`src/rtl/fmul_arbiter.sv`:
```
// fmul_arbiter: round-robin sharing of one fixed-latency pipelined fmul among NREQ requesters
//   sys_clk, rst                  : clock, synchronous active-high reset
//   req_valid/req_x1/req_x2       : per-requester operand pairs (32 bits per requester, packed)
//   req_ready                     : one-hot grant, combinational from req_valid and the rr pointer
//   resp_valid/resp_y/resp_ovf/unf: one-hot result steering back to the originating requester
//   fmul_*                        : issue to and results from the external fmul
//   err                           : sticky, fmul_out_valid disagreed with the tag pipe
module fmul_arbiter #(
  parameter int NREQ = 2,
  parameter int LAT = 3,
  parameter int IDW = NREQ > 1 ? $clog2(NREQ) : 1
) (
  input  logic                sys_clk,
  input  logic                rst,
  input  logic [NREQ-1:0]     req_valid,
  input  logic [NREQ*32-1:0]  req_x1,
  input  logic [NREQ*32-1:0]  req_x2,
  output logic [NREQ-1:0]     req_ready,
  output logic [NREQ-1:0]     resp_valid,
  output logic [31:0]         resp_y,
  output logic                resp_ovf,
  output logic                resp_unf,
  output logic                fmul_valid,
  output logic [31:0]         fmul_x1,
  output logic [31:0]         fmul_x2,
  input  logic [31:0]         fmul_y,
  input  logic                fmul_ovf,
  input  logic                fmul_unf,
  input  logic                fmul_out_valid,
  output logic                err
);
  localparam int SW = $clog2(LAT + 1);
  logic [IDW-1:0] ptr, gidx, iss_tag;
  logic [NREQ-1:0] grant;
  logic [31:0] gx1, gx2, iss_x1, iss_x2;
  logic iss_v;
  logic [LAT-1:0] tag_v;
  logic [IDW-1:0] tag_id [LAT];
  logic [SW-1:0] settle;
  // Lowest index below ptr wins first, then the lowest index at or above ptr overrides it,
  // which is the first valid requester scanning ptr, ptr+1, ... mod NREQ.
  always_comb begin
    grant = '0;
    gidx = ptr;
    gx1 = '0;
    gx2 = '0;
    for (int i = NREQ - 1; i >= 0; i--)
      if (req_valid[i] && i < int'(ptr)) begin
        grant = '0;
        grant[i] = 1'b1;
        gidx = IDW'(i);
        gx1 = req_x1[32*i +: 32];
        gx2 = req_x2[32*i +: 32];
      end
    for (int i = NREQ - 1; i >= 0; i--)
      if (req_valid[i] && i >= int'(ptr)) begin
        grant = '0;
        grant[i] = 1'b1;
        gidx = IDW'(i);
        gx1 = req_x1[32*i +: 32];
        gx2 = req_x2[32*i +: 32];
      end
  end
  always_comb begin
    resp_valid = '0;
    resp_valid[tag_id[LAT-1]] = tag_v[LAT-1];
  end
  assign req_ready = grant;
  assign fmul_valid = iss_v;
  assign fmul_x1 = iss_x1;
  assign fmul_x2 = iss_x2;
  assign resp_y = fmul_y;
  assign resp_ovf = fmul_ovf;
  assign resp_unf = fmul_unf;
  // settle hides the fmul's unreset valid pipe for LAT cycles after reset
  always_ff @(posedge sys_clk) begin
    if (rst) begin
      ptr <= '0;
      iss_v <= 1'b0;
      tag_v <= '0;
      err <= 1'b0;
      settle <= SW'(LAT);
    end else begin
      ptr <= |grant ? (gidx == IDW'(NREQ - 1) ? '0 : gidx + 1'b1) : ptr;
      iss_v <= |grant;
      tag_v <= (tag_v << 1) | LAT'(iss_v);
      settle <= settle - SW'(settle != '0);
      err <= err | (settle == '0 && fmul_out_valid != tag_v[LAT-1]);
    end
  end
  always_ff @(posedge sys_clk) begin
    if (|grant) begin
      iss_x1 <= gx1;
      iss_x2 <= gx2;
      iss_tag <= gidx;
    end
    tag_id[0] <= iss_tag;
    for (int k = 1; k < LAT; k++) tag_id[k] <= tag_id[k-1];
  end
endmodule

```
`config.mk`:
```
export PLATFORM = sky130hd
export DESIGN_NAME = fmul_arbiter
export DESIGN_NICKNAME = d
export VERILOG_FILES = /design/src/rtl/fmul_arbiter.sv
export SDC_FILE = /design/constraint.sdc
export NUM_CORES = 1
export LEC_CHECK = 0
export ABC_AREA = 1
export CORE_UTILIZATION = 30
export CTS_BUF_LIST = sky130_fd_sc_hd__clkbuf_4
export DETAILED_ROUTE_END_ITERATION = 6
export GPL_ROUTABILITY_DRIVEN = 0
export PLACE_DENSITY = 0.74
export REMOVE_ABC_BUFFERS = 1
export SLEW_MARGIN = 10
export SYNTH_ARGS = -nofsm -noshare
export SYNTH_HDL_FRONTEND = slang
export SYNTH_SLANG_ARGS = --single-unit
```
`constraint.sdc`:
```
create_clock -name sys_clk -period 4.5 [get_ports sys_clk]
set_input_delay 0.45 -clock sys_clk [delete_from_list [all_inputs] [get_ports sys_clk]]
set_output_delay 0.45 -clock sys_clk [all_outputs]
set_load 0.05 [all_outputs]
```
==> results of run 1 <==
[area by class of cell]
class | count | area [sq um] | area share [%]
tap | 140 | 175 | 3.26
clock inverter | 6 | 37.5 | 0.699
inverter | 14 | 52.6 | 0.978
multi-input combinational | 212 | 822 | 15.3
sequential | 76 | 2170 | 40.4
clock buffer | 10 | 75.1 | 1.40
timing repair buffer | 204 | 2040 | 37.9
[metrics by stage]
| stage | util (%) | hold WS [ns] |
|---|---|---|
| floorplan | - | 0.310 |
| global placement | 48.1 | 0.314 |
| detailed placement | 48.1 | 0.314 |
| CTS | 49.1 | 0.344 |
| global route | 49.1 | 0.356 |
| finish | 49.1 | 0.341 |
[per-layer routing]
| metal | vias to the layer above | share of wire [%] |
|---|---|---|
| met4 | 2 | 1.6 |
| met5 | - | 0.77 |
| met1 | 1276 | 38 |
| met2 | 171 | 46 |
| met3 | 16 | 14 |
| li1 | 1403 | - |
[sequential cells by signal (all words and copies together) (netlist names)]
register and flops:
fmul_x1 32, ptr 1, tag_id 3, iss_tag 1
err 1, tag_v 3, fmul_valid 1, settle 2
fmul_x2 32
[where the power goes]
| part | total (mW) | internal (mW) | leakage (nW) | switching (mW) |
|---|---|---|---|---|
| clock network | 0.360 | 0.120 | 0.0713 | 0.239 |
| logic | 0.547 | 0.221 | 1.44 | 0.326 |
| registers | 0.861 | 0.842 | 0.783 | 0.0185 |
[critical path: cells and delay by family]
| kind | cells | cell delay, ns |
|---|---|---|
| buffers and inverters | 4 | 1.49 |
| AO/OA/AOI/OAI | 1 | 0.10 |
[cell families (layout without fill, tap and decap cells)]
family,count (synthesis),in the layout,synth area share (%)
simple gates,206,206,23.0
compound gates,6,6,0.956
flops,76,76,63.8
buf+inv,62,234,12.2
[Yosys cell counts (all sizes together)]
cell type / n / area, sq um
nand2: 199 / 747
edfxtp: 65 / 1950
buf: 48 / 364
inv: 14 / 52.6
dfxtp: 11 / 220
nor2: 6 / 30.0
a21oi: 3 / 15.0
o21ai: 2 / 10.0
a211oi: 1 / 7.51
nand3: 1 / 5.00
[worst paths after layout]
path,end,from
min,tag_id[0][1],tag_id[0][0]
max reg2reg,fmul_x1[7],ptr
max,req_ready[1],req_valid[0]
min reg2reg,tag_id[0][1],tag_id[0][0]
[cells in the final DEF, fill, tap and decap left out]
| master | count |
|---|---|
| o21ai_0 | 1 |
| nand3_1 | 1 |
| clkinv_4 | 1 |
| clkinv_2 | 2 |
| buf_4 | 2 |
| inv_2 | 3 |
| inv_1 | 11 |
| clkbuf_4 | 10 |
| a211oi_1 | 1 |
| edfxtp_1 | 65 |
| inv_4 | 3 |
| dfxtp_1 | 11 |
| a21oi_1 | 3 |
| clkdlybuf4s50_1 | 202 |
| o21ai_1 | 1 |
| nand2_4 | 1 |
| nor2_1 | 5 |
| nand2_1 | 198 |
| nor2_4 | 1 |
==> results.md, run 1 <==
- Cells on worst reg2reg path: 6
- Syn Inst Count: 350
- Worst Path Required: 4.05 ns
- Fillcell total: 1025
- Placed cell count: 646
- Die ar.: 0.0118 sq mm
- Inserted Diodes: 0
- Hpwl dp: 7630 um
- Worst min path class: flip-flop to flip-flop
- Setup total negative slack: 0 ns
- Routed WL: 9860 um
- TritonCTS buffer count: 9
- Crit path cell chain: clkdlybuf4s50_1 -> inv_2 -> o21ai_1 -> inv_2 -> clkdlybuf4s50_1
- Worst VDD drop: 0.126 mV
- Placed cell areas: 0.00526 sq mm
- Overflow after GRT: 0
- Final setup margin: 2.01 ns
- Port Buf Inserts: 202
- Die H: 109 um
- Flops & latches, synth: 76
- M3 GR Usage: 10.2%
- LEAKAGE: 2.30 nW
- Cell area after layout: 0.00537 sq mm
- Post-layout minimum cycle time: 2.49 ns
- Core area: 0.0109 sq mm
- Total GRT Usage: 17.0%
- CP Class: input port to output pin
- RSZ-0062 raised after global routing: false
- CTS H-tree lvls: 3
- Layout cell share with drive strength beyond 1: 4.41%
- Cell Pwr Density: 329 mW/mm^2
- Final ANT Viol Nets: 0
- WL per Instance: 14.9 um
- DRC violations left: 0
- Resized cells post-CTS: 0
- I/O Pins: 271
- Root buffer cell: clkbuf_4
- Vias per cell: 4.33
- Cell row count: 38
- Worst-Margin Slew: 0.847 ns
- Initial Util: 31.1%
- Clock net sink count: 76
- Final hold viol count: 0
- Pin count of the biggest net entering global routing: 66
- First-pass GRT wire length: 14400 um
- Final net count: 684
- Postcts setup bufs: 0
- Run status: complete, no violations
- Layer carrying the most global-route usage: met2
- Yosys warns: 0
- Headroom to the max-slew limit: 43.5%
- Synth unique cells: 15
- R2R Setup Slk: 2.98 ns
- Largest buffer count on any clock path: 2
- Total Power: 1.77 mW
- Worst-Skew Late Latency: 0.41 ns
- Final worst path period share: 55.3%
- Syn-to-layout area delta: 57.8%
- Max stage delay on crit path: 0.81 ns
- Critical path launch point type: input port
- Hold Crit Depth: 0
- Register area share after synthesis: 63.8%
- Nature of the critical path endpoint: output pin
- Syn Area/Cell: 9.72 sq um
- Final Non-Filler Cells: 662
- Met1 GRT Util: 17.6%
- Met2 usage: 27.2%
- CTS tree: yes
- Layout Skew: 0.0113 ns
- Critical-path maximum fanout: 5
- Total vias in the final route: 2868
- Post-Synthesis Cell Area: 0.00340 sq mm
- Post-Place Worst Slack: 2.02 ns
- Worst-path clk slew: 0.12 ns
- Initial antenna violation count: 0
- Max-cap violation count: 0
- Drt initial violations: 124
- Final setup fails: 0
- Vias in the first global route: 2855
- Slowest cell on crit path: clkdlybuf4s50_1
- Highest Clock Rate: 0.402 GHz
- Drt pass-1 iters: 4
- Crit path DAT: 2.04 ns
- Hold buffer count at CTS: 0
- Die Span X: 109 um
- Pins Over Slew Limit: 0
(Power assumes the default switching activity.)
==> run 2, diff against run 1 <==
==> constraint.sdc (replaced) <==
create_clock -name sys_clk -period 2.48 [get_ports sys_clk]
set_input_delay 0.248 -clock sys_clk [delete_from_list [all_inputs] [get_ports sys_clk]]
set_output_delay 0.248 -clock sys_clk [all_outputs]
set_load 0.05 [all_outputs]
==> results.md, run 2 (synthesis gave the netlist of run 1 again) <==
- Run status: complete, no violations
- Drt initial violations: 94 (-24%)
- Layout Skew: 0.0110 ns (-0.000259 ns)
- Post-layout minimum cycle time: 1.96 ns
- Worst min path class: flip-flop to flip-flop
- Critical Path End: resp_valid[0]
- WL per Instance: 14.5 um (-2.5%)
- Final hold viol count: 0 (unchanged)
- Crit path DAT: 1.71 ns (-0.33 ns)
- Routed WL: 9640 um (-2.2%)
- Largest buffer count on any clock path: 2 (unchanged)
- Cell row count: 38 (unchanged)
- Postcts setup bufs: 0 (unchanged)
- Cells on worst reg2reg path: 5 (-1)
- Final worst path period share: 79.0%
- Placed cell count: 648 (+0.31%)
- Die Span X: 109 um (unchanged)
- Critical path launch point type: flip-flop
- Vias per cell: 4.33 (about the same)
- Critical-path maximum fanout: 3 (-2)
- Pin count of the biggest net entering global routing: 67 (+1.5%)
- Clock net sink count: 76 (unchanged)
- LEAKAGE: 2.33 nW (+1.3%)
- Drt pass-1 iters: 4 (unchanged)
- First-pass GRT wire length: 14300 um (-1.0%)
- Die ar.: 0.0118 sq mm (unchanged)
- Commonest non-fill, non-tap cell in the layout: clkdlybuf4s50_1
- CTS tree: yes
- Pins Over Slew Limit: 0 (unchanged)
- Worst-path clk slew: 0.11 ns (about the same)
- Port Buf Inserts: 202 (unchanged)
- Die H: 109 um (unchanged)
- Total GRT Usage: 16.6% (-0.42 points)
- RR Endpoint: iss_tag
- Final ANT Viol Nets: 0 (unchanged)
- Setup total negative slack: 0 ns (unchanged)
- Root buffer cell: clkbuf_4
- CP Class: flip-flop to output pin
- Syn-to-layout area delta: 60.3%
- Worst Path Required: 2.23 ns (-1.82 ns)
- TritonCTS buffer count: 9 (unchanged)
- Total vias in the final route: 2878 (+0.35%)
- Initial Util: 31.1% (unchanged)
- Hpwl dp: 7570 um (-0.77%)
- Headroom to the max-slew limit: 57.4% (+14 points)
- Worst setup path startpoint: tag_v[2]
- Highest Clock Rate: 0.511 GHz
- Most frequent cells in the layout: clkdlybuf4s50_1, nand2_1, edfxtp_1, inv_1, dfxtp_1
- Worst-Skew Late Latency: 0.40 ns (about the same)
- Resized cells post-CTS: 0 (unchanged)
- Initial antenna violation count: 0 (unchanged)
- Hold Path Origin: tag_id[0][0]
- Fillcell total: 1012 (-1.3%)
- Final net count: 686 (+0.29%)
- Final setup fails: 0 (unchanged)
- Final Non-Filler Cells: 664 (+0.30%)
- Max-cap violation count: 0 (unchanged)
- Worst VDD drop: 0.266 mV (+110%)
- Nature of the critical path endpoint: output pin
- Overflow after GRT: 0 (unchanged)
- R2R Setup Slk: 1.28 ns (-1.70 ns)
- RSZ-0062 raised after global routing: false
- CTS H-tree lvls: 3 (unchanged)
- Layout cell share with drive strength beyond 1: 4.77% (+0.36 points)
- Worst r2r src: ptr
- Hold buffer count at CTS: 0 (unchanged)
- DRC violations left: 0 (unchanged)
- Cell Pwr Density: 605 mW/mm^2 (+84%)
- Worst-Margin Slew: 0.638 ns (-0.209 ns)
- I/O Pins: 271 (unchanged)
- Vias in the first global route: 2828 (-0.95%)
- Inserted Diodes: 0 (unchanged)
- Core area: 0.0109 sq mm (unchanged)
-- run 2: how the worst min path moves through the flow --
stage | to | slack [ns] | cells after the start
after floorplan | tag_id[0][1] | 0.31 | 0
after global placement | tag_id[0][2] | 0.31 | 0
after detailed placement | tag_id[0][1] | 0.32 | 0
after CTS | tag_id[0][1] | 0.35 | 0
after global routing | tag_id[0][2] | 0.35 | 0
final | tag_id[0][1] | 0.35 | 0
-- run 2: cell type report --
class                      count  area (sq um)  area share, %
clock buffer                   9          67.6           1.24
clock inverter                 7          67.6           1.24
inverter                      14          52.6          0.964
multi-input combinational    212           822           15.1
sequential                    76          2170           39.8
tap                          140           175           3.21
timing repair buffer         206          2100           38.4
-- run 2: worst max-delay path, cell delays in order (launching register included) --
cell and delay (ns):
dfxtp_1 0.37, inv_1 0.06, nor2_1 0.08, clkdlybuf4s50_1 0.80
-- run 2: through the flow --
stage | utilization (%) | hold slack, ns | cell area [sq um] | setup slack [ns] | total power [mW]
after floorplan | - | 0.310 | 3040 | 0.367 | 2.13
after global placement | 48.6 | 0.313 | 5320 | 0.763 | 2.59
after detailed placement | 48.6 | 0.316 | 5320 | 0.760 | 2.61
after CTS | 49.9 | 0.348 | 5450 | 0.488 | 3.35
after global routing | 49.9 | 0.353 | 5450 | 0.385 | 3.46
final | 49.9 | 0.347 | 5450 | 0.522 | 3.30
-- run 2: layer usage --
metal	track usage, %	vias to the layer above	wire [um]
met5	4.91	-	76
met4	5.89	2	129
met3	10.1	13	1290
met2	26.1	158	4440
met1	17.9	1300	3700
li1	-	1405	-
-- run 2: power breakdown --
part	leakage [nW]	switching (mW)	internal, mW	total [mW]
combinational	1.47	0.594	0.412	1.01
sequential	0.783	0.0335	1.53	1.56
clock	0.0710	0.429	0.303	0.732
